**config.mk**
```make
export PLATFORM = sky130hd
export DESIGN_NAME = axis_width_downsizer
export DESIGN_NICKNAME = d
export VERILOG_FILES = /design/src/rtl/axis_width_downsizer.sv
export SDC_FILE = /design/constraint.sdc
export NUM_CORES = 2
export LEC_CHECK = 0
export CAP_MARGIN = 20
export CORE_AREA = 2 2 439 441
export DETAILED_ROUTE_END_ITERATION = 7
export DIE_AREA = 0 0 441 443
export PLACE_DENSITY_LB_ADDON = 0.2
export SLEW_MARGIN = 20
export SYNTH_ARGS = -nofsm -noshare
export SYNTH_HDL_FRONTEND = slang
export SYNTH_SLANG_ARGS = --single-unit
```
**constraint.sdc**
```tcl
create_clock -name clk -period 2.9 [get_ports clk]
set_input_delay 0.58 -clock clk [delete_from_list [all_inputs] [get_ports clk]]
set_output_delay 0.58 -clock clk [all_outputs]
set_load 0.005 [all_outputs]
```
**src/rtl/axis_width_downsizer.sv**
```systemverilog
// AXI-Stream width downsizer: each IN_WIDTH beat is re-emitted as RATIO OUT_WIDTH beats,
// least-significant slice first, one narrow beat per clock with tlast on the final slice.
module axis_width_downsizer #(
    parameter int IN_WIDTH  = 1024,
    parameter int OUT_WIDTH = 64
) (
    input  logic                   clk,
    input  logic                   rst_n,
    input  logic                   S_AXIS_tvalid,
    output logic                   S_AXIS_tready,
    input  logic [IN_WIDTH-1:0]    S_AXIS_tdata,
    input  logic                   S_AXIS_tlast,
    output logic                   M_AXIS_tvalid,
    input  logic                   M_AXIS_tready,
    output logic [OUT_WIDTH-1:0]   M_AXIS_tdata,
    output logic [OUT_WIDTH/8-1:0] M_AXIS_tkeep,
    output logic                   M_AXIS_tlast,
    output logic [31:0]            pkt_count,
    output logic [0:0]             dbg_state
);
    localparam int RATIO = IN_WIDTH / OUT_WIDTH;
    localparam int IDX_W = (RATIO > 1) ? $clog2(RATIO) : 1;
    localparam logic [IDX_W-1:0] LAST_IDX = IDX_W'(RATIO - 1);

    localparam logic [0:0] ST_EMPTY = 1'b0;
    localparam logic [0:0] ST_DRAIN = 1'b1;

    if ((IN_WIDTH % OUT_WIDTH) != 0 || RATIO < 2) begin : g_bad_params
        $error("axis_width_downsizer: IN_WIDTH must be a multiple (>=2x) of OUT_WIDTH");
    end

    logic [0:0]          state;
    logic [IN_WIDTH-1:0] data_buf;
    logic                buf_last;
    logic [IDX_W-1:0]    idx;
    logic                s_hs;
    logic                m_hs;
    logic                final_hs;

    // Handshakes: a beat transfers on a rising clk edge where tvalid && tready; a valid
    // beat and its payload stay stable until taken, and ready never waits on valid.
    assign m_hs          = (state == ST_DRAIN) && M_AXIS_tready;
    assign final_hs      = m_hs && (idx == LAST_IDX);
    assign S_AXIS_tready = (state == ST_EMPTY) || final_hs;
    assign s_hs          = S_AXIS_tvalid && S_AXIS_tready;

    assign M_AXIS_tvalid = (state == ST_DRAIN);
    assign M_AXIS_tlast  = (state == ST_DRAIN) && buf_last && (idx == LAST_IDX);
    assign M_AXIS_tkeep  = '1;
    assign dbg_state     = state;

    always_comb begin
        M_AXIS_tdata = '0;
        for (int i = 0; i < RATIO; i++) begin
            if (idx == IDX_W'(i)) begin
                M_AXIS_tdata = data_buf[i*OUT_WIDTH +: OUT_WIDTH];
            end
        end
    end

    always_ff @(posedge clk or negedge rst_n) begin
        if (!rst_n) begin
            state     <= ST_EMPTY;
            data_buf  <= '0;
            buf_last  <= 1'b0;
            idx       <= '0;
            pkt_count <= '0;
        end else begin
            // A new wide beat may load in the same cycle the last slice leaves.
            if (s_hs) begin
                state    <= ST_DRAIN;
                data_buf <= S_AXIS_tdata;
                buf_last <= S_AXIS_tlast;
                idx      <= '0;
            end else if (final_hs) begin
                state <= ST_EMPTY;
                idx   <= '0;
            end else if (m_hs) begin
                idx <= idx + 1'b1;
            end

            if (final_hs && buf_last) begin
                pkt_count <= pkt_count + 32'd1;
            end
        end
    end
endmodule

```
== Yosys cells after proc, flatten, opt, wreduce, memory -nomap -nowiden ==
Cells that the tools add are included.
Widths: inputs -> output; s select.

* Add/sub/neg operators: 2
* Eq/ne operators: 15
* Multiplexer cells: 21
* Bitwise logic cells: 1
* Reductions and logical operators: 10

{| class="wikitable"
|+ Operators by type and width
! operator !! count
|-
| $mux 64 || 16
|-
| $add 32x1->32 const B || 1
|-
| $eq 4x4->1 const B || 8
|-
| $eq 4x3->1 const B || 4
|-
| $mux 4 || 3
|-
| $eq 4x2->1 const B || 2
|-
| $logic_and 1x1->1 || 6
|-
| $add 4x1->4 const B || 1
|-
| $eq 4x1->1 const B || 1
|-
| $logic_not 4->1 || 1
|-
| $reduce_bool 3->1 || 1
|-
| $mux 1 || 2
|-
| $reduce_bool 2->1 || 1
|-
| $logic_or 1x1->1 || 1
|-
| $not 1->1 || 1
|}

* Flip-flop bits (word level): 1,062
* Input bits: 1,029
* Word-level logic and storage cells: 54

== Longest topological paths before layout ==
* Depth after elaboration: 17
* Gate-level depth with buffers: 11
* Depth with buffers taken out: 7

== Worst setup path before layout ==
OpenSTA, ideal clock, no wires.

* Kind: register to output
* From: register idx[0]
* To: output port M_AXIS_tdata[16]
* Arrival: 2.025 ns
* Slack: 0.295 ns
* Stages on the path, launching flop included: 9
* Buffers on the path: 3
* Cell sequence: dfrtp_1 -> ha_1 -> buf_2 -> nor3b_2 -> buf_6 -> buf_4 -> a221oi_2 -> o221ai_1 -> a221o_1

* Word-level cells in the longest chain between the ends: 17
* Elaborated cells on any way between the ends: 32
* Classes of those cells: 15 x eq/ne; 16 x mux; 1 x reduce/logical

{| class="wikitable"
|+ RTL lines
! element !! RTL line !! text
|-
| from (decl) || 35 || <nowiki>logic [IDX_W-1:0] idx;</nowiki>
|-
| from (signal assigned) || 79 || <nowiki>idx <= idx + 1'b1;</nowiki>
|-
| $logic_not 4->1 || 55 || <nowiki>if (idx == IDX_W'(i)) begin</nowiki>
|-
| $mux 64 (15 in a row) || 55 ||
|-
| $mux 64 (*) || 55 ||
|-
| to (decl) || 15 || <nowiki>output logic [OUT_WIDTH-1:0] M_AXIS_tdata,</nowiki>
|}

Mark *: on every way between the ends. The rest lies on a longest branch, timed or not.

== Worst setup path in the final report ==
* From: register idx[0]
* To: output port M_AXIS_tdata[26]

Same word-level chain as after synthesis.

==> results_dict.tcl <==
set metrics [dict create \
    min_period_over_period 1.444 \
    dieArea_um2 195400 \
    insertion_delay_ns 0.83 \
    fin_area_um2 76170 \
    combPwrFrac 0.480 \
    avgSynthCellArea_um2 13.06 \
    cp_slowest_cell "dfrtp_1" \
    crit_type "flop to output pin" \
    power.density_nw_per_um2 1112 \
    dpl.cell_count 7651 \
    grt_pass1_wl_mm 343.3 \
    setup_ws_ns -1.287 \
    worst_pin_slew_ns 0.7320 \
    swShare 0.3840 \
    cts_buffer_depth 3 \
    postSynthCellCount 3781 \
    cts_tree "yes" \
    path_buf_inv 8 \
    whs_path_depth 3 \
    setup_viol 66 \
    path_max_fanout 9 \
    fp.dieH_um 443 \
    synth-async-reset-ratio 1.000 \
    status "finished with violations" \
    gr-total-overflow 0 \
    cp.required_ns 2.32 \
    reg2reg_slack_ns 0.12 \
    synth_top_area_frac 0.5384 \
    drt_pass1_iterations 5 \
    rsz0062_at_grt "true" \
    mostFrequentLayoutCell "clkdlybuf4s50_1" \
    cp_cell_sequence "buf_6, ha_4, buf_4, buf_8, buf_16, a221o_1, buf_6, a221oi_2, buf_4, o221ai_2, buf_6, a221o_1, buf_2" \
    hp-start "S_AXIS_tdata[186]" \
    finClkSkew_ns 0.02865 \
    routed_wl_mm 253.6 \
    h-tree-depth 4 \
    ys_types 59 \
    synth_area_leaders "dfrtp_1, mux2_2, buf_6, a22oi_1, o21ai_0" \
    final.fill_count 18258 \
    clk_pin_slew_worst_paths_ns 0.06 \
    wire_per_inst_um 31.51 \
    end_kind "output pin" \
    max_slew_margin 0.5120 \
    r2r_start "idx[0]$_DFFE_PN0P_" \
    sequentialPowerShare 0.320 \
    synth_top_cell_by_area "dfrtp_1" \
    cts.sinks 1062 \
    path_delay_family "buffers and inverters" \
    rr_endpoint "pkt_count[13]$_DFFE_PN0P_" \
    cp_common_cell "buf_6" \
    route.detailed.drc 0 \
    stdcell_count 8051 \
    ys.warnings.count 0 \
    synth_edf_count 0 \
    synth.yosys.seq_area_share 0.5384 \
    track_usage 0.2521 \
    synth_area_um2 49360 \
    ir_drop_v 0.0005300 \
    power_frac_clock 0.199 \
    grt_antenna_before_repair 108 \
    min_to "data_buf[186]$_DFFE_PN0P_" \
    coreArea_um2 191200 \
    ioPinCount 1137 \
    drtIter0Drc 2705 \
    p_switching_uw 32540 \
    ys_seq_elements 1062 \
    rows 161 \
    intPower_uw 52190 \
    hpwlAfterDp_mm 194.5 \
    drv_cap 0 \
    violations "negative setup slack" \
    chipWidth_um 441 \
    setup.worst_path.start_class "flop" \
    p_leak_uw 0.03103 \
    placed_area_um2 67430 \
    port_buffers 1128 \
    clockRootBuffer "clkbuf_16" \
    critPathMaxStageDelay_ns 0.40 \
    grt_max_degree 99 \
    first_global_vias 41822 \
    layout-drive-gt1-share 0.4242 \
    numCtsBuffers 132 \
    total_power_uw 84730 \
    start_util 0.2582 \
    mostFrequentLayoutCells "clkdlybuf4s50_1, dfrtp_1, mux2_2, buf_4, nor2_1" \
    final_nets 6400 \
    cp.arrival_ns 3.61 \
    place_ws_ns -1.197 \
    period_needed_ns 4.187 \
    holdCritPathClass "primary input to flop" \
    place_congestion 0.9002 \
    rr_worst_depth 13 \
    finalMaxSlewViolations 0 \
    route.vias.total 40867 \
    ys.flop_type "dfrtp_1" \
    area_growth_pct 54.30 \
    viasPerCell 5.076 \
    final_hold_viol_count 0 \
    detail-route-antenna-nets 0 \
    fmax_mhz 238.8 \
]
==> worst max-delay path by stage <==
stage                                   from               end  slack, ns  depth (start not counted)
after floorplan           idx[0]$_DFFE_PN0P_  M_AXIS_tdata[16]       0.30                          8
after global placement    idx[0]$_DFFE_PN0P_  M_AXIS_tdata[27]      -1.17                         13
after detailed placement  idx[0]$_DFFE_PN0P_  M_AXIS_tdata[27]      -1.20                         13
after CTS                 idx[0]$_DFFE_PN0P_   M_AXIS_tdata[3]      -1.40                         13
after global routing      idx[0]$_DFFE_PN0P_   M_AXIS_tdata[3]      -1.39                         13
final                     idx[0]$_DFFE_PN0P_  M_AXIS_tdata[26]      -1.29                         13
==> power by group through the flow <==
stage          clock network [uW]  registers, uW  logic, uW
3_5_place_dp                    0          26900      34800
4_1_cts                     17300          26900      39400
6_report                    16900          27100      40700
3_3_place_gp                    0          26800      34600
5_1_grt                     17800          27900      42800
2_1_floorplan                   0          24600      15900
==> state kept, by name, indices dropped and copies added (netlist names) <==
signal and count:
data_buf 1024, pkt_count 32, idx 4, M_AXIS_tvalid 1
buf_last 1
==> worst reg2reg max path: stages (launching register included) <==
cell     delay [ns]
dfrtp_1        0.38
buf_6          0.14
ha_4           0.15
buf_6          0.11
buf_12         0.13
buf_12         0.15
buf_6          0.11
nand4_4        0.12
buf_4          0.17
buf_4          0.17
or4_1          0.60
nor2_2         0.20
nand3_1        0.12
xnor2_1        0.14
==> cells in the mapped netlist (2+ instances only) <==
cell          n
dfrtp_1    1062
and2_1        7
a221oi_1     54
buf_1        10
nand2b_1      5
nor4_1        2
nand3_1      16
nor3_1       34
o22ai_1      89
o21ai_1      13
nand4_1       7
a22oi_2      10
ha_1          5
a21boi_0      2
xnor2_1      23
buf_2        55
a2111oi_0    25
o221a_1       6
nand2_1      91
o2bb2ai_1     2
xor2_1        8
a221o_1      77
a21oi_1     116
nor2_1      161
o221ai_1     64
clkbuf_1    130
a22oi_1     181
a21o_1       26
a221oi_2     34
nor2b_1       4
inv_1        48
and4_1        5
mux2_2      987
o221a_2      70
buf_4        21
o21ai_0     185
a211oi_1      2
buf_6       123
==> area by class of cell <==
type / count / area [um2] / area share
repair buffers: 1784 / 18690 / 0.2454
clock inverters: 50 / 610.6 / 0.008016
clock buffers: 183 / 3719 / 0.04882
multi-input cells: 2336 / 23010 / 0.3022
repair inverters: 1 / 11.26 / 0.0001478
diodes: 60 / 150.1 / 0.001971
inverters: 49 / 231.5 / 0.003039
flip-flops and latches: 1062 / 26580 / 0.3490
well taps: 2526 / 3161 / 0.04149
==> cells by family (layout without fill, tap and decap cells) <==
kind of cell               after synthesis  count (layout)  share of synthesized area
xor gates and xnor gates                31              31                   0.005500
adders and majority gates                5               5                   0.001267
AOI/OAI and AO/OA                      963             963                     0.1479
muxes                                  988             988                     0.2254
DFF                                   1062            1062                     0.5384
buffers and inverters                  390            2067                    0.05161
other                                    1              68                 0.00007597
and+or+nand+nor                        341             341                    0.02988
==> metal layers <==
layer | vias up | routed length [um] | track usage
met5 | - | 271 | 0
met4 | 44 | 10770 | 0.1100
met3 | 431 | 14680 | 0.05272
met2 | 1441 | 119600 | 0.4001
met1 | 21357 | 108400 | 0.3296
li1 | 17594 | - | -
==> metrics by stage <==
step           hold WS (ns)  TNS [ns]    util
2_1_floorplan        0.2844         0       -
3_3_place_gp         0.4589    -82.65  0.3527
3_5_place_dp         0.4742    -98.50  0.3527
4_1_cts              0.2600    -78.06  0.3916
5_1_grt              0.3104    -76.85  0.3983
6_report             0.3348    -69.77  0.3984
==> timing repair <==
action	in CTS	in global routing
pin swaps	180	136
setup buffers	77	36
gates cloned	16	6
hold endpoints to repair	26	0
endpoints found under the setup margin	923	256
resized for setup	640	202
hold buffers	1	0
(Power assumes the default switching activity.)
